<file path="src/rtl/hwpf_pkg.sv">
// Shared types for the hardware-prefetch issue filter: request struct, line address, FSM states.
// Line size here is the default; hwpf_issue_filter can override it with its LANE_SIZE parameter.
package hwpf_pkg;

  localparam int unsigned ADDR_W            = 32;
  localparam int unsigned LANE_SIZE_DEFAULT = 64;
  localparam int unsigned LINE_OFS_DEFAULT  = $clog2(LANE_SIZE_DEFAULT);
  localparam int unsigned STAT_W            = 32;

  typedef logic [ADDR_W-1:0]                  addr_t;
  typedef logic [ADDR_W-LINE_OFS_DEFAULT-1:0] line_addr_t;

  typedef struct packed {
    addr_t      addr;
    logic       uncacheable;
    logic [3:0] sid;
    logic [3:0] tid;
    logic       need_rsp;
  } hpdcache_req_t;

  typedef enum logic [1:0] {
    IDLE = 2'd0,
    REQ  = 2'd1,
    GAP  = 2'd2
  } issue_state_e;

endpackage

</file>
<file path="src/rtl/hwpf_line_filter.sv">
// Small CAM of recently issued cache-line addresses with FIFO replacement.
// Lookup is purely combinational against the registered entries.
module hwpf_line_filter
  import hwpf_pkg::*;
#(
  parameter int unsigned DEPTH  = 8,
  parameter int unsigned LINE_W = $bits(line_addr_t)
) (
  input  logic              clk_i,
  input  logic              rst_ni,
  input  logic              flush_i,
  input  logic              insert_i,
  input  logic [LINE_W-1:0] insert_line_i,
  input  logic [LINE_W-1:0] lookup_line_i,
  output logic              hit_o
);

  localparam int unsigned PTR_W = (DEPTH > 1) ? $clog2(DEPTH) : 1;

  logic [LINE_W-1:0] line_q [DEPTH];
  logic [DEPTH-1:0]  valid_q;
  logic [PTR_W-1:0]  wr_ptr_q;

  // NOTE: storage arrays carry no reset; the valid bits alone decide whether an entry counts.
  always_ff @(posedge clk_i) begin
    if (insert_i) line_q[wr_ptr_q] <= insert_line_i;
  end

  // NOTE: sequential state uses non-blocking assignments so every register samples pre-edge values.
  always_ff @(posedge clk_i or negedge rst_ni) begin
    if (!rst_ni) begin
      valid_q  <= '0;
      wr_ptr_q <= '0;
    end else if (flush_i) begin
      valid_q  <= '0;
      wr_ptr_q <= '0;
    end else if (insert_i) begin
      valid_q[wr_ptr_q] <= 1'b1;
      wr_ptr_q          <= (wr_ptr_q == PTR_W'(DEPTH - 1)) ? '0 : wr_ptr_q + 1'b1;
    end
  end

  // NOTE: hit_o is given a default before the loop so no latch is inferred.
  always_comb begin
    hit_o = 1'b0;
    for (int i = 0; i < DEPTH; i++) begin
      if (valid_q[i] && (line_q[i] == lookup_line_i)) hit_o = 1'b1;
    end
  end

endmodule

</file>
<file path="src/rtl/hwpf_issue_filter.sv">
// Buffers next-line prefetch requests, drops recently issued lines, rate-limits issue and yields to demand.
// Optional HWPF_ISSUE_STATS_EN adds saturating issued/dropped counters.
module hwpf_issue_filter
  import hwpf_pkg::*;
#(
  parameter int unsigned LANE_SIZE    = LANE_SIZE_DEFAULT,
  parameter int unsigned BUF_DEPTH    = 4,
  parameter int unsigned FILTER_DEPTH = 8,
  parameter int unsigned MIN_GAP      = 4
) (
  input  logic              clk_i,
  input  logic              rst_ni,
  input  logic              flush_i,
  input  logic              cpu_demand_i,
  input  logic              pf_req_valid_i,
  output logic              pf_req_ready_o,
  input  hpdcache_req_t     pf_req_i,
  output logic              dcache_req_valid_o,
  input  logic              dcache_req_ready_i,
  output hpdcache_req_t     dcache_req_o,
`ifdef HWPF_ISSUE_STATS_EN
  output logic [STAT_W-1:0] stat_issued_o,
  output logic [STAT_W-1:0] stat_dropped_o,
`endif
  output logic              busy_o
);

  localparam int unsigned LINE_OFS  = $clog2(LANE_SIZE);
  localparam int unsigned LINE_W    = ADDR_W - LINE_OFS;
  localparam int unsigned PTR_W     = $clog2(BUF_DEPTH);
  localparam int unsigned CNT_W     = PTR_W + 1;
  localparam int unsigned GAP_W     = $clog2(MIN_GAP) + 2;
  localparam addr_t       LINE_MASK = ~addr_t'(LANE_SIZE - 1);

  addr_t            buf_q [BUF_DEPTH];
  logic [PTR_W-1:0] rd_ptr_q, wr_ptr_q;
  logic [CNT_W-1:0] count_q;
  logic             full, empty, push, pop;
  addr_t            head_addr, out_addr_q;
  issue_state_e     state_q, state_d;
  logic [GAP_W-1:0] gap_q, gap_d;
  logic             load, insert, drop, hit;
  logic             unused_pf_fields;

  assign unused_pf_fields = ^{pf_req_i.uncacheable, pf_req_i.sid, pf_req_i.tid, pf_req_i.need_rsp};

  assign full           = (count_q == CNT_W'(BUF_DEPTH));
  assign empty          = (count_q == '0);
  assign pf_req_ready_o = !full;
  assign push           = pf_req_valid_i && !full && !flush_i;
  assign head_addr      = buf_q[rd_ptr_q];

  always_ff @(posedge clk_i) begin
    if (push) buf_q[wr_ptr_q] <= pf_req_i.addr & LINE_MASK;
  end

  always_ff @(posedge clk_i or negedge rst_ni) begin
    if (!rst_ni) begin
      rd_ptr_q <= '0;
      wr_ptr_q <= '0;
      count_q  <= '0;
    end else if (flush_i) begin
      rd_ptr_q <= '0;
      wr_ptr_q <= '0;
      count_q  <= '0;
    end else begin
      if (push) wr_ptr_q <= wr_ptr_q + 1'b1;
      if (pop)  rd_ptr_q <= rd_ptr_q + 1'b1;
      unique case ({push, pop})
        2'b10:   count_q <= count_q + 1'b1;
        2'b01:   count_q <= count_q - 1'b1;
        default: count_q <= count_q;
      endcase
    end
  end

  hwpf_line_filter #(
    .DEPTH  (FILTER_DEPTH),
    .LINE_W (LINE_W)
  ) u_line_filter (
    .clk_i         (clk_i),
    .rst_ni        (rst_ni),
    .flush_i       (flush_i),
    .insert_i      (insert),
    .insert_line_i (out_addr_q[ADDR_W-1:LINE_OFS]),
    .lookup_line_i (head_addr[ADDR_W-1:LINE_OFS]),
    .hit_o         (hit)
  );

  // The IDLE decision and REQ cycles count toward the gap, so GAP releases with two cycles left;
  // for MIN_GAP>=3 this spaces handshakes exactly MIN_GAP cycles apart.
  always_comb begin
    state_d = state_q;
    gap_d   = gap_q;
    pop     = 1'b0;
    load    = 1'b0;
    insert  = 1'b0;
    drop    = 1'b0;
    unique case (state_q)
      IDLE: begin
        if (!empty) begin
          if (hit) begin
            pop  = 1'b1;
            drop = 1'b1;
          end else if (!cpu_demand_i) begin
            pop     = 1'b1;
            load    = 1'b1;
            state_d = REQ;
          end
        end
      end
      REQ: begin
        if (dcache_req_ready_i) begin
          insert  = 1'b1;
          gap_d   = GAP_W'(MIN_GAP - 1);
          state_d = (MIN_GAP > 1) ? GAP : IDLE;
        end
      end
      GAP: begin
        if (gap_q <= GAP_W'(2)) begin
          gap_d   = '0;
          state_d = IDLE;
        end else begin
          gap_d = gap_q - 1'b1;
        end
      end
      default: state_d = IDLE;
    endcase
  end

  always_ff @(posedge clk_i or negedge rst_ni) begin
    if (!rst_ni) begin
      state_q    <= IDLE;
      gap_q      <= '0;
      out_addr_q <= '0;
    end else if (flush_i) begin
      state_q <= IDLE;
      gap_q   <= '0;
    end else begin
      state_q <= state_d;
      gap_q   <= gap_d;
      if (load) out_addr_q <= head_addr;
    end
  end

  always_comb begin
    dcache_req_o      = '0;
    dcache_req_o.addr = out_addr_q;
  end

  assign dcache_req_valid_o = (state_q == REQ);
  assign busy_o             = !empty || (state_q != IDLE);

`ifdef HWPF_ISSUE_STATS_EN
  always_ff @(posedge clk_i or negedge rst_ni) begin
    if (!rst_ni) begin
      stat_issued_o  <= '0;
      stat_dropped_o <= '0;
    end else if (flush_i) begin
      stat_issued_o  <= '0;
      stat_dropped_o <= '0;
    end else begin
      if (insert && (stat_issued_o != '1))  stat_issued_o  <= stat_issued_o + 1'b1;
      if (drop && (stat_dropped_o != '1))   stat_dropped_o <= stat_dropped_o + 1'b1;
    end
  end
`endif

endmodule

</file>
<file path="config.mk">
export PLATFORM = sky130hd
export DESIGN_NAME = hwpf_issue_filter
export DESIGN_NICKNAME = d
export VERILOG_FILES = /design/src/rtl/hwpf_pkg.sv /design/src/rtl/hwpf_line_filter.sv /design/src/rtl/hwpf_issue_filter.sv
export SDC_FILE = /design/constraint.sdc
export NUM_CORES = 1
export LEC_CHECK = 0
export CELL_PAD_IN_SITES_DETAIL_PLACEMENT = 0
export CELL_PAD_IN_SITES_GLOBAL_PLACEMENT = 1
export CORE_UTILIZATION = 40
export DETAILED_ROUTE_END_ITERATION = 10
export MAX_ROUTING_LAYER = met4
export PLACE_DENSITY_LB_ADDON = 0.1
export RECOVER_POWER = 100
export SYNTH_ARGS = -nofsm -noshare
export SYNTH_HDL_FRONTEND = slang
export SYNTH_SLANG_ARGS = --single-unit
</file>
<file path="constraint.sdc">
create_clock -name clk_i -period 5.4 [get_ports clk_i]
set_input_delay 1.35 -clock clk_i [delete_from_list [all_inputs] [get_ports clk_i]]
set_output_delay 1.35 -clock clk_i [all_outputs]
set_load 0.01 [all_outputs]
</file>
======== After elaboration in Yosys (flattened, before gate mapping) ========
Memory sizes are Yosys's and may differ from the RTL's.
Cells that the tools add are included.
storage, ports and cells
  memories kept ........................... 2
  output and inout port bits .............. 45
  bits in registers ....................... 56
  input port bits ......................... 48
  RAM bits ................................ 312
operators by class
  equal/unequal tests ..................... 19
  add/sub/neg operators ................... 6
  $lt $le $gt $ge ......................... 3
  bitwise operators ....................... 2
  mux-type cells .......................... 45
  reduce and logical (&&, ||, !) cells .... 26
memories
  memory                depth  width  read ports  clocked after memory_dff  wr ports  line                     RTL
  u_line_filter.line_q  8      26     8           0                         1         hwpf_line_filter.sv:20   logic [LINE_W-1:0] line_q [DEPTH];
  buf_q                 4      26     1           0                         1         hwpf_issue_filter.sv:35  addr_t buf_q [BUF_DEPTH];
operators with widths
  cell                   count
  $eq A26 B26 Y1         8
  $mux W1                22
  $mux W2                10
  $mux W8                2
  $mux W3                4
  $mux W4                3
  $ne A3 B3 Y1 const B   4
  $logic_and A1 B1 Y1    11
  $or A8 B8 Y8           1
  $pmux W4 S2            1
  $reduce_bool A2 Y1     4
  $add A3 B1 Y3 const B  2
  $eq A3 B3 Y1 const B   2
  $pmux W2 S3            1
  $pmux W3 S2            1
  $reduce_bool A3 Y1     2
  $reduce_and A5 Y1      1
  $add A2 B1 Y2 const B  2
  $eq A2 B1 Y1 const B   2
  $eq A2 B2 Y1 const B   2
  $le A4 B2 Y1 const B   1
  $lt A3 B4 Y1 const B   1
  $reduce_and A2 Y1      2
  $sub A4 B1 Y4 const B  1
  other kinds (9)        11

======== Logic depth before layout (Yosys ltp) ========
Gate-level depths: netlist (run 1).
An unclocked memory read counts as a cell.
  word-level depth ........................ 17
  depth in mapped cells ................... 20
  gate-level depth less buffers ........... 14

======== Hierarchy ========
A second synthesis (run 1) with hierarchy kept.
second synthesis, totals
  cell total of the unflattened synthesis .. 869
  area, all modules ....................... 15034.4 µm²
modules (own cells, without submodules)
  module             sequential area each (µm²)  area each (µm²)  times used  cells each
  hwpf_line_filter   6521.3                      9307.7           1           569
  hwpf_issue_filter  4098.9                      5726.7           1           300

======== Least setup slack after synthesis (run 1) ========
Ideal clock, no wire load.
  kind .................................... input to register
  start point ............................. in dcache_req_ready_i
  end point ............................... mem u_line_filter.line_q[0][0] (netlist bit) (enable)
  path slack .............................. 0.470 ns
  stages .................................. 4
  arrival ................................. 4.452 ns
  required time ........................... 4.922 ns
  library setup time ...................... 0.478 ns
  buffers on the path ..................... 1
  cells stage by stage .................... nor2b_1 clkbuf_1 nand2_1 nor4_1
on the way
  word-level cells in the longest chain between the ends .. 4
ends and longest elaborated chain
  item                           line                      RTL
  start: declaration             hwpf_issue_filter.sv:19   input logic dcache_req_ready_i,
  $mux W1                        hwpf_issue_filter.sv:113  if (dcache_req_ready_i) begin
  $mux W1                        hwpf_issue_filter.sv:99   unique case (state_q)
  $mux W1                        hwpf_line_filter.sv:26    if (insert_i) line_q[wr_ptr_q] <= insert_line_i;
  $mux W1 (implied by the code)  hwpf_line_filter.sv:26
  end: declaration               hwpf_line_filter.sv:20
No other way between the ends.

======== Final worst setup path (run 1) ========
  start point ............................. reg rd_ptr_q[0]
  end point ............................... reg count_q[2]
on the way
  word-level cells in the longest chain between the ends .. 17
ends and longest elaborated chain
  item                                                 line                      RTL
  start: declaration                                   hwpf_issue_filter.sv:36   logic [PTR_W-1:0] rd_ptr_q, wr_ptr_q;
  start signal: assignment                             hwpf_issue_filter.sv:68   if (pop) rd_ptr_q <= rd_ptr_q + 1'b1;
  $mem_v2 Z4 W26 *                                     --
  $eq A26 B26 Y1                                       hwpf_line_filter.sv:47    if (valid_q[i] && (line_q[i] == lookup_line_i)) hit_o = 1'b1;
  $logic_and A1 B1 Y1                                  hwpf_line_filter.sv:47
  $mux W1 (7 in a row)                                 hwpf_line_filter.sv:47
  $mux W1 *                                            hwpf_line_filter.sv:47
  $mux W1 *                                            hwpf_issue_filter.sv:102  if (hit) begin
  $mux W1 *                                            hwpf_issue_filter.sv:101  if (!empty) begin
  $mux W1 *                                            hwpf_issue_filter.sv:99
  $eq A2 B1 Y1 / $eq A2 B2 Y1 (equally long branches)  hwpf_issue_filter.sv:69   unique case ({push, pop})
  $pmux W3 S2                                          hwpf_issue_filter.sv:69
  $mux W3                                              hwpf_issue_filter.sv:62   end else if (flush_i) begin
  end signal: assignment                               hwpf_issue_filter.sv:70   2'b10: count_q <= count_q + 1'b1;
  end signal: assignment                               hwpf_issue_filter.sv:71   2'b01: count_q <= count_q - 1'b1;
  end signal: assignment                               hwpf_issue_filter.sv:72   default: count_q <= count_q;
  end: declaration                                     hwpf_issue_filter.sv:37   logic [CNT_W-1:0] count_q;
Mark *: on every way between the ends. The rest lies on a longest branch, timed or not.
A chain may end at the register's enable or synchronous reset.

==> key figures, run 1 <==
Worst setup path
  – Crit path DAT: about 5.5 ns
  – Data required time at the worst endpoint: 5.88 ns
  – CP Capture Type: register
  – Critical path class: register to register
  – Setup crit start kind: register
  – Crit path max fanout: 14

STA
  – Clk_skew: approximately 0.015 ns
  – Post-route clock period utilization: 0.9315
  – Slew Limit Fails: between 300 and 400
  – RSZ-0062 raised after global routing: false
  – Final min period: 5.030 ns
  – Fin. Hold Viols: 0
  – Worst slew pin tran: ~2 ns
  – Fin Setup TNS: 0 ns
  – Final setup fails: 0
  – Max Freq: around 200 MHz
  – Slew headroom: -0.3305
  – Worst Hold Slack: around 0.49 ns

Die
  – Initial core utilization: 0.4083
  – I/O pins: 93
  – Die Footprint: around 42,000 sq um
  – Num rows: 73
  – DIE HEIGHT: ~200 um
  – Core area: between 40,000 and 50,000 sq um
  – Die Span X: 204.1 um

Drt
  – Via count: between 9,000 and 10,000
  – Routed len/inst: between 20 and 30 um
  – DRC: 0
  – 1st-iter DRT viols: around 800
  – Vias/cell: 5.603
  – Initial DRT Pass Iterations: 5
  – DRT Wirelength: 48.62 mm
  – Final ANT Viol Nets: 0

CTS
  – Post-cts repair resize count: 0
  – Setup bufs post-CTS: 0
  – Hold_buf cts: 0
  – Clock slew at reported path FFs: approximately 0.060 ns
  – Worst-skew pair later-pin latency: roughly 0.56 ns
  – Clock sink count: between 300 and 400
  – CTS tree: built
  – H-tree depth: 2
  – Clock Tree Buf Depth: 3
  – Clk root buf: clkbuf_16
  – CTS Buf Count: 42

Placement
  – Inst Count DP: 1,664
  – Placer congestion estimate: 0.9081
  – HPWL Detailed: 32.72 mm
  – I/O Buffers: 60

Pwr
  – P_leak: 0.006203 uW
  – Combinational group share of total power: 0.244
  – Clock group share of total power: 0.303
  – Pwr Density: approximately 470 nW/um^2
  – Psw: 2961 uW
  – Sw Ratio: 0.3325
  – Sequential share of power: 0.453
  – Max IR drop VDD: ~240 uV
  – Internal: 5944 uW

Logic synthesis
  – Seq/Total Area, Yosys: 0.6502
  – Post-synth top cells: 312 x edfxtp_1, 105 x xnor2_1, 94 x xor2_1, 50 x dfrtp_1
  – Cells after synthesis: 1,077
  – Synth area leaders: edfxtp_1 57%, dfrtp_1 7.7%, xnor2_1 5.6%
  – Cell Area, Synth: about 16,000 sq um
  – Syn_area_per_cell: 15.17 sq um
  – Seq cells post-synth: between 300 and 400
  – Synth area leader: edfxtp_1
  – Ys flop type: edfxtp_1
  – Most numerous cell in the Yosys netlist: edfxtp_1
  – Top cell type's share of synthesized area: 0.5736
  – Ys async rst share: 0.1381
  – Post-synth EDFFs: 312
  – Netlist cell types: 68
  – Ys Warns: 0

Global routing
  – First-pass GRT wire length: between 60 and 70 mm
  – Total global routing overflow: 0
  – Largest net degree at the start of global routing: 31
  – Vias in the first global route: about 9,600
  – GRT Overall Usage: 0.2469
  – Initial antenna violation count: 1

Worst hold path
  – Min-Delay Path Class: register to register

Layout
  – Area grow syn2layout: 15.53%
  – Post-Layout Cell Count: 1,742
  – Share of layout cells above drive strength 1: 0.1160
  – Final core utilization: 0.4717
  – Net count, final: roughly 1,200

Status
  – Status: complete, but fails checks
  – Failing checks: capacitance limit, slew limit

Run
  – Max_cap viols: 12
layer usage:
layer	up-vias	global-route usage	part of all wire	wire length [um]
met5	-	-	0	0
met4	0	0.07836	0.027	1305
li1	4303	-	-	-
met3	77	0.04432	0.071	3441
met2	354	0.3746	0.46	22400
met1	5027	0.3371	0.44	21480
power by group through the flow:
stage	Combinational (uW)	Sequential [uW]	Clock, uW
after detailed placement	2230	4100	0
after global placement	2230	4100	0
after CTS	2240	4050	2760
after global routing	2320	4070	2850
final	2170	4030	2700
after floorplan	1360	3800	0
state kept, by name, summed over array words and instances, names as in the netlist, 3 cells and up:
signal                  count
u_line_filter.wr_ptr_q      3
out_addr_q                 26
buf_q                     104
u_line_filter.valid_q       8
count_q                     3
gap_q                       4
u_line_filter.line_q      208
critical path, stage by stage (launching register included):
cell,delay [ns]
dfrtp_4,0.62
buf_12,0.21
mux4_2,0.71
xnor2_1,0.21
nand4_1,0.30
or4_1,0.62
a2111oi_2,0.46
a311oi_1,0.14
and4_1,0.31
a211oi_1,0.28
fa_1,0.29
nor2b_1,0.23
nand2b_1,0.11
o311ai_0,0.28
a21oi_1,0.07
nand4_1,0.10
stage by stage:
stage / power [uW] / cell area (sq um) / setup slack, ns
2_1_floorplan: 5164 / 16390 / 0.4699
3_3_place_gp: 6329 / 17670 / 0.5021
3_5_place_dp: 6334 / 17670 / 0.4629
4_1_cts: 9046 / 18950 / 0.4394
5_1_grt: 9246 / 18870 / 0.02870
6_report: 8905 / 18870 / 0.3698
cell type report:
type | count | area, sq um
inverters | 25 | 93.84
diodes | 1 | 2.502
repair buffers | 109 | 927.1
clock inverters | 20 | 153.9
flip-flops and latches | 362 | 10630
well taps | 525 | 656.9
multi-input cells | 643 | 5283
fillers | 3551 | 21140
clock buffers | 57 | 1129
path summary, 6_finish.rpt:
check | startpoint | end | slack, ns | cells after the start
setup / recovery | rd_ptr_q[0] | count_q[2] | 0.37 | 15
hold / removal | u_line_filter.valid_q[5] | u_line_filter.valid_q[5] | 0.49 | 2
setup reg to reg | rd_ptr_q[0] | count_q[2] | 0.37 | 15
hold reg to reg | u_line_filter.valid_q[5] | u_line_filter.valid_q[5] | 0.49 | 2
max in group asynchronous | rst_ni | rd_ptr_q[0] | 1.53 | 2
min in group asynchronous | rst_ni | gap_q[0] | 1.33 | 1
cells by family (layout without fill, tap and decap cells):
group	Yosys count	count (layout)	share of synthesized area
AOI/OAI and AO/OA	147	147	0.06304
xor gates and xnor gates	199	199	0.1067
adders and majority gates	9	9	0.007354
buffers and inverters	87	211	0.03056
DFF	362	362	0.6502
muxes	97	97	0.08525
other	1	17	0.0002296
and+or+nand+nor	175	175	0.05668
layout by cell type (no fill, tap or decap), types with 17 or more instances in the layout:
cell           count
edfxtp_1         312
dlygate4sd3_1     57
inv_1             24
mux4_2            26
mux2_1            19
clkbuf_1          31
a21oi_1           29
dfrtp_1           48
nand2_1           30
xor2_1            94
mux2i_1           35
nand4_1           28
nand3_1           17
xnor2_1          105
clkbuf_16         43
nor2_1            33
buf_4             31
o21ai_0           28
(Power assumes the default switching activity.)
==> inputs of run 2 (changes only) <==
--- a/config.mk
+++ b/config.mk
@@ -14,4 +14,5 @@
 export RECOVER_POWER = 100
 export SYNTH_ARGS = -nofsm -noshare
 export SYNTH_HDL_FRONTEND = slang
+export SYNTH_HIERARCHICAL = 1
 export SYNTH_SLANG_ARGS = --single-unit
==> run 2 against run 1 <==
Compared with the run above:
- the flow still finishes with violations (capacitance limit, slew limit)
- hold slack better by 0.010 ns
- setup slack better by 0.51 ns
- register-to-register slack better by 0.51 ns
- clock power is 4% higher
- synthesized area is 8.0% lower
- critical path type unchanged
- highest routed layer unchanged
==> key figures, run 2 <==
CTS
  – CTS tree: built (unchanged)
  – Clock sink count: 362 (unchanged)
  – Post-cts repair resize count: 0 (unchanged)
  – H-tree depth: 2 (unchanged)
  – Clock slew at reported path FFs: 0.06 ns (about the same)
  – Setup bufs post-CTS: 0 (unchanged)
  – Clk root buf: clkbuf_16 (unchanged)
  – CTS Buf Count: 40 (was 42)
  – Worst-skew pair later-pin latency: 0.52 ns (was 0.56 ns)
  – Hold_buf cts: 0 (unchanged)
  – Clock Tree Buf Depth: 3 (unchanged)

STA
  – Final min period: 4.517 ns (was 5.030 ns)
  – Slew headroom: -0.5169 (was -0.3305)
  – Max Freq: 221.4 MHz (was 198.8 MHz)
  – Final setup fails: 0 (unchanged)
  – Worst Hold Slack: 0.4988 ns (was 0.4887 ns)
  – Worst slew pin tran: 2.275 ns (was 1.996 ns)
  – RSZ-0062 raised after global routing: false (unchanged)
  – Fin. Hold Viols: 0 (unchanged)
  – Clk_skew: 0.02051 ns (was 0.01460 ns)
  – Fin Setup TNS: 0 ns (unchanged)
  – Final worst slack: 0.8827 ns (was 0.3698 ns)
  – Post-route clock period utilization: 0.8365 (was 0.9315)
  – Slew Limit Fails: 369 (was 329)

Pwr
  – Max IR drop VDD: 311.2 uV (was 239.5 uV)
  – Internal: 6136 uW (was 5944 uW)
  – Psw: 2640 uW (was 2961 uW)
  – P_leak: 0.005473 uW (was 0.006203 uW)
  – Sw Ratio: 0.3008 (was 0.3325)
  – Total Power: 8776 uW (was 8905 uW)
  – Combinational group share of total power: 0.232 (was 0.244)
  – Sequential share of power: 0.450 (was 0.453)
  – Pwr Density: 508.7 nW/um^2 (was 471.9 nW/um^2)
  – Clock group share of total power: 0.319 (was 0.303)

Run
  – Max_cap viols: 13 (was 12)

Worst setup path
  – R2R Setup Slk: 0.88 ns (was 0.37 ns)
  – Setup crit start: rd_ptr_q[0] (unchanged)
  – Crit path DAT: 4.92 ns (was 5.51 ns)
  – Crit path max fanout: 28 (was 14)
  – Critical path class: register to register (unchanged)
  – CP Capture Type: register (unchanged)
  – Worst r2r path cells: 10 (was 15)
  – Setup crit start kind: register (unchanged)
  – Data required time at the worst endpoint: 5.80 ns (was 5.88 ns)
  – Reg2reg end: out_addr_q[20] (was count_q[2])
  – Worst R2R Start: rd_ptr_q[0] (unchanged)
  – Crit path to: out_addr_q[20] (was count_q[2])

Logic synthesis
  – Ys Warns: 6 (was 0)
  – Cell Area, Synth: 15,030 sq um (was 16,330 sq um)
  – Synth area leaders: edfxtp_1 62%, xnor2_1 12%, dfrtp_1 8.3% (was edfxtp_1 57%, dfrtp_1 7.7%, xnor2_1 5.6%)
  – Seq/Total Area, Yosys: 0.7064 (was 0.6502)
  – Synth area leader: edfxtp_1 (unchanged)
  – Netlist cell types: 47 (was 68)
  – Top cell type's share of synthesized area: 0.6232 (was 0.5736)
  – Post-synth EDFFs: 312 (unchanged)
  – Seq cells post-synth: 362 (unchanged)
  – Most numerous cell in the Yosys netlist: edfxtp_1 (unchanged)
  – Ys flop type: edfxtp_1 (unchanged)
  – Syn_area_per_cell: 17.30 sq um (was 15.17 sq um)
  – Cells after synthesis: 869 (was 1,077)
  – Post-synth top cells: 312 x edfxtp_1, 210 x xnor2_1, 50 x dfrtp_1, 50 x nand4_1, 35 x nor2_1 (was 312 x edfxtp_1, 105 x xnor2_1, 94 x xor2_1, 50 x dfrtp_1)
  – Ys async rst share: 0.1381 (unchanged)

Placement
  – Worst slack, placed: 0.9600 ns (was 0.4629 ns)
  – HPWL Detailed: 22.69 mm (was 32.72 mm)
  – Inst Count DP: 1,375 (was 1,664)
  – I/O Buffers: 60 (unchanged)
  – Placer congestion estimate: 0.8013 (was 0.9081)

Layout
  – Share of layout cells above drive strength 1: 0.1233 (was 0.1160)
  – Post-Layout Cell Count: 1,449 (was 1,742)
  – Top reg by flops: u_line_filter/line_q (was u_line_filter.line_q)
  – Most frequent cells in the layout: 312 x edfxtp_1, 210 x xnor2_1, 58 x dlygate4sd3_1 (was 312 x edfxtp_1, 105 x xnor2_1, 94 x xor2_1)
  – Ant. Diodes: 0 (was 1)
  – Area grow syn2layout: 14.76% (was 15.53%)
  – Net count, final: 1,006 (was 1,240)
  – Top flop regs: u_line_filter/line_q: 208 flops, buf_q: 104 flops, out_addr_q: 26 flops (was u_line_filter.line_q: 208 flops, buf_q: 104 flops, out_addr_q: 26 flops)
  – Commonest non-fill, non-tap cell in the layout: edfxtp_1 (unchanged)
  – Largest register FFs: 208 (unchanged)

Die
  – Initial core utilization: 0.4087 (was 0.4083)
  – Core area: 36,790 sq um (was 40,010 sq um)
  – I/O pins: 93 (unchanged)
  – Die Span X: 195.9 um (was 204.1 um)
  – Die Footprint: 38,370 sq um (was 41,650 sq um)
  – DIE HEIGHT: 195.9 um (was 204.1 um)
  – Num rows: 70 (was 73)

Worst hold path
  – Min-Delay Path Class: register to register (unchanged)
  – Hold path depth: 2 (unchanged)
  – HP Start: u_line_filter/valid_q[4] (was u_line_filter.valid_q[5])

Drt
  – DRC: 0 (unchanged)
  – Routed len/inst: 23.78 um (was 27.91 um)
  – 1st-iter DRT viols: 566 (was 824)
  – Initial DRT Pass Iterations: 4 (was 5)
  – Vias/cell: 5.174 (was 5.603)
  – Final ANT Viol Nets: 0 (unchanged)
  – Via count: 7,497 (was 9,761)
  – DRT Wirelength: 34.45 mm (was 48.62 mm)

Status
  – Failing checks: capacitance limit, slew limit (unchanged)
  – Status: complete, but fails checks (unchanged)

Global routing
  – First-pass GRT wire length: 51.20 mm (was 69.57 mm)
  – Vias in the first global route: 7,737 (was 9,551)
  – Largest net degree at the start of global routing: 37 (was 31)
  – Total global routing overflow: 0 (unchanged)
  – GRT Overall Usage: 0.1896 (was 0.2469)
  – Initial antenna violation count: 0 (was 1)
[run 2: worst min-delay path by stage]
stage | end
global placement | u_line_filter/valid_q[3]
global route | u_line_filter/valid_q[4]
floorplan | u_line_filter/valid_q[0]
CTS | u_line_filter/valid_q[4]
detailed placement | u_line_filter/valid_q[4]
finish | u_line_filter/valid_q[4]
[run 2: layout make-up]
type	count	area (sq um)
Fill cell	3160	19530
Sequential cell	362	10620
Multi-Input combinational cell	462	3980
Clock buffer	53	1101
Timing Repair Buffer	78	681.9
Tap cell	468	585.6
Clock inverter	21	264.0
Inverter	5	18.77
[run 2: cell families after synthesis]
logic type / Yosys count / share of synthesized area
adders and majority gates: 9 / 0.007990
and+or+nand+nor: 150 / 0.05651
muxes: 58 / 0.06275
DFF: 362 / 0.7064
AOI/OAI and AO/OA: 16 / 0.009571
xor gates and xnor gates: 213 / 0.1246
other: 1 / 0.0002494
buffers and inverters: 60 / 0.03196
[run 2: through the flow]
stage	area [sq um]	utilization
global placement	15980	0.4345
floorplan	15090	-
global route	17250	0.4690
finish	17250	0.4690
CTS	17350	0.4716
detailed placement	15980	0.4345
[run 2: power groups by stage]
stage	combinational (uW)	sequential [uW]	clock [uW]
2_1_floorplan	1520	3800	0
3_3_place_gp	2100	4010	0
3_5_place_dp	2130	4030	0
4_1_cts	2140	3980	2850
5_1_grt	2200	4010	2960
6_report	2030	3950	2800
[run 2: per-layer routing]
metal	up-vias	part of all wire	track usage
met4	0	0.017	0.04167
met2	178	0.49	0.3051
met3	45	0.041	0.02476
met5	-	0	-
met1	3920	0.45	0.2582
li1	3354	-	-
[run 2: critical path, stage by stage (launching register included)]
cell	delay, ns
dfrtp_2	0.37
buf_12	0.23
mux4_2	0.78
xnor2_1	0.22
nand4_1	0.20
nor4_1	0.13
a22oi_1	0.21
nand4_1	0.30
nor4_1	0.43
clkbuf_1	1.06
mux2_2	0.43
==> inputs of run 3 (changes only) <==
==> constraint.sdc (replaced) <==
create_clock -name clk_i -period 3.6 [get_ports clk_i]
set_input_delay 0.9 -clock clk_i [delete_from_list [all_inputs] [get_ports clk_i]]
set_output_delay 0.9 -clock clk_i [all_outputs]
set_load 0.01 [all_outputs]
==> run 3 against run 2 <==
Compared with the run above:
- the run ends with capacitance limit, slew limit, setup timing left
- setup slack worse by 1.1 ns
- die area unchanged
- clock power up 38%
- sequential power up 50%
- register-to-register slack worse by 1.1 ns
- non-clock buffer count up 95
- largest cell class unchanged
- fmax up 18%
- sequential share of layout area down 4.5 points
- combinational power up 120%
- via count up 4.9%
==> key figures, run 3 (synthesis results as in run 2) <==
Global routing
  – Vias in the first global route: 8,230 (was 7,737)
  – Initial antenna violation count: 0 (unchanged)
  – GRT Overall Usage: 0.2041 (was 0.1896)
  – Largest net degree at the start of global routing: 32 (was 37)
  – Total global routing overflow: 0 (unchanged)
  – First-pass GRT wire length: 54.74 mm (was 51.20 mm)

CTS
  – Clock Tree Buf Depth: 3 (unchanged)
  – Clk root buf: clkbuf_16 (unchanged)
  – Clock slew at reported path FFs: 0.06 ns (about the same)
  – Clock sink count: 362 (unchanged)
  – CTS tree: built (unchanged)
  – Worst-skew pair later-pin latency: 0.53 ns (was 0.52 ns)
  – Hold_buf cts: 0 (unchanged)
  – H-tree depth: 2 (unchanged)
  – CTS Buf Count: 40 (unchanged)

Die
  – Die Span X: 195.9 um (unchanged)
  – Core area: 36,790 sq um (unchanged)
  – Die Footprint: 38,370 sq um (unchanged)
  – Initial core utilization: 0.4087 (unchanged)
  – I/O pins: 93 (unchanged)
  – DIE HEIGHT: 195.9 um (unchanged)
  – Num rows: 70 (unchanged)

Pwr
  – Total Power: 14,200 uW (was 8776 uW)
  – Pwr Density: 763.4 nW/um^2 (was 508.7 nW/um^2)
  – Max IR drop VDD: 442.3 uV (was 311.2 uV)
  – P_leak: 0.006250 uW (was 0.005473 uW)

Drt
  – Routed len/inst: 23.97 um (was 23.78 um)
  – 1st-iter DRT viols: 501 (was 566)
  – DRT Wirelength: 36.94 mm (was 34.45 mm)
  – Vias/cell: 5.105 (was 5.174)
  – Final ANT Viol Nets: 0 (unchanged)
  – DRC: 0 (unchanged)
  – Via count: 7,867 (was 7,497)
  – Initial DRT Pass Iterations: 4 (unchanged)

Worst setup path
  – Worst r2r path cells: 14 (was 10)
  – Crit path max fanout: 7 (was 28)
  – CP Capture Type: register (unchanged)
  – Data required time at the worst endpoint: 4.01 ns (was 5.80 ns)
  – Setup crit start kind: register (unchanged)
  – Critical path class: register to register (unchanged)
  – Crit path DAT: 4.24 ns (was 4.92 ns)

STA
  – Final setup fails: 31 (was 0)
  – Final min period: 3.825 ns (was 4.517 ns)
  – Final worst slack: -0.2251 ns (was 0.8827 ns)
  – Slew headroom: -0.4177 (was -0.5169)
  – Slew Limit Fails: 86 (was 369)
  – Worst Hold Slack: 0.5019 ns (was 0.4988 ns)
  – Max Freq: 261.4 MHz (was 221.4 MHz)
  – Worst slew pin tran: 2.127 ns (was 2.275 ns)
  – Fin. Hold Viols: 0 (unchanged)
  – Post-route clock period utilization: 1.063 (was 0.8365)
  – Clk_skew: 0.02060 ns (was 0.02051 ns)
  – RSZ-0062 raised after global routing: true (was false)

Layout
  – Ant. Diodes: 0 (unchanged)
  – Post-Layout Cell Count: 1,541 (was 1,449)
  – Final core utilization: 0.5058 (was 0.4690)
  – Area grow syn2layout: 23.76% (was 14.76%)
  – Commonest non-fill, non-tap cell in the layout: edfxtp_1 (unchanged)
  – Share of layout cells above drive strength 1: 0.2423 (was 0.1233)
  – Top flop regs: u_line_filter/line_q: 208 flops, buf_q: 104 flops, out_addr_q: 26 flops (unchanged)
  – Net count, final: 1,101 (was 1,006)
  – Top reg by flops: u_line_filter/line_q (unchanged)
  – Most frequent cells in the layout: 312 x edfxtp_1, 200 x xnor2_1, 57 x dlygate4sd3_1, 57 x buf_4, 50 x nand4_1 (was 312 x edfxtp_1, 210 x xnor2_1, 58 x dlygate4sd3_1)
  – Largest register FFs: 208 (unchanged)

Status
  – Failing checks: capacitance limit, slew limit, setup timing (was capacitance limit, slew limit)
  – Status: complete, but fails checks (unchanged)

Worst hold path
  – Min-Delay Path Class: register to register (unchanged)
  – Hold path depth: 2 (unchanged)

Placement
  – Placer congestion estimate: 0.8366 (was 0.8013)
  – I/O Buffers: 60 (unchanged)
  – HPWL Detailed: 23.65 mm (was 22.69 mm)
  – Inst Count DP: 1,433 (was 1,375)
  – Worst slack, placed: -0.5157 ns (was 0.9600 ns)

Run
  – Max_cap viols: 3 (was 13)
run 3: changes by cell type in the layout (fill, tap and decap cells not counted), sizes merged:
cell | previous run | this run
buf | 2 | 96
bufbuf | 0 | 1
bufinv | 6 | 1
clkbuf | 70 | 72
clkdlybuf4s50 | 1 | 2
clkinv | 11 | 14
clkinvlp | 2 | 0
dlygate4sd3 | 58 | 57
inv | 7 | 6
run 3: metrics by stage:
step                      instance area [sq um]  TNS (ns)
after CTS                                 18540    -4.930
after floorplan                           15090         0
after global placement                    16620    -2.628
after global routing                      18610    -7.571
after detailed placement                  16620    -2.768
final                                     18610    -5.876
run 3: what timing repair did:
item | 4_1_cts | 5_1_grt
setup endpoints to repair | 29 | 32
pin swaps | 32 | 19
buffers inserted | 25 | 10
cloned | 5 | 1
gates resized for setup | 57 | 13
run 3: cell type report:
cell class	instances	area [sq um]
clock inverters	16	113.9
multi-input cells	462	4290
flip-flops and latches	362	10620
clock buffers	55	1129
fillers	3062	18180
well taps	468	585.6
inverters	5	18.77
repair buffers	173	1848
run 3: critical path: stages, from the launching register on:
cell	delay, ns
dfrtp_2	0.42
buf_6	0.15
clkbuf_16	0.16
mux4_2	0.67
buf_6	0.19
xnor2_1	0.14
nand4_1	0.17
nor4_2	0.45
a22oi_2	0.09
nand4_1	0.19
buf_4	0.17
nor2b_1	0.06
o311ai_2	0.30
nor2b_4	0.23
mux2_4	0.30
run 3: layer usage:
layer | track usage | up-vias | part of all wire
li1 | - | 3553 | -
met1 | 0.2723 | 4117 | 0.45
met2 | 0.3315 | 145 | 0.50
met3 | 0.03043 | 52 | 0.038
met4 | 0.04601 | 0 | 0.016
met5 | - | - | 0
run 3: power breakdown:
part	switching, uW	internal (uW)	leakage, uW
logic	2040	2370	0.00218
registers	683	5250	0.00346
clock network	1600	2270	0.000618
total	4330	9880	0.00625
run 3: path summary, 6_finish.rpt:
kind	from	slack, ns	endpoint
worst max register to register	rd_ptr_q[0]	-0.23	count_q[0]
min in group asynchronous	rst_ni	0.97	out_addr_q[17]
worst min-delay path	u_line_filter/valid_q[4]	0.50	u_line_filter/valid_q[4]
max in group asynchronous	rst_ni	1.05	out_addr_q[25]
worst min register to register	u_line_filter/valid_q[4]	0.50	u_line_filter/valid_q[4]
worst max-delay path	rd_ptr_q[0]	-0.23	count_q[0]
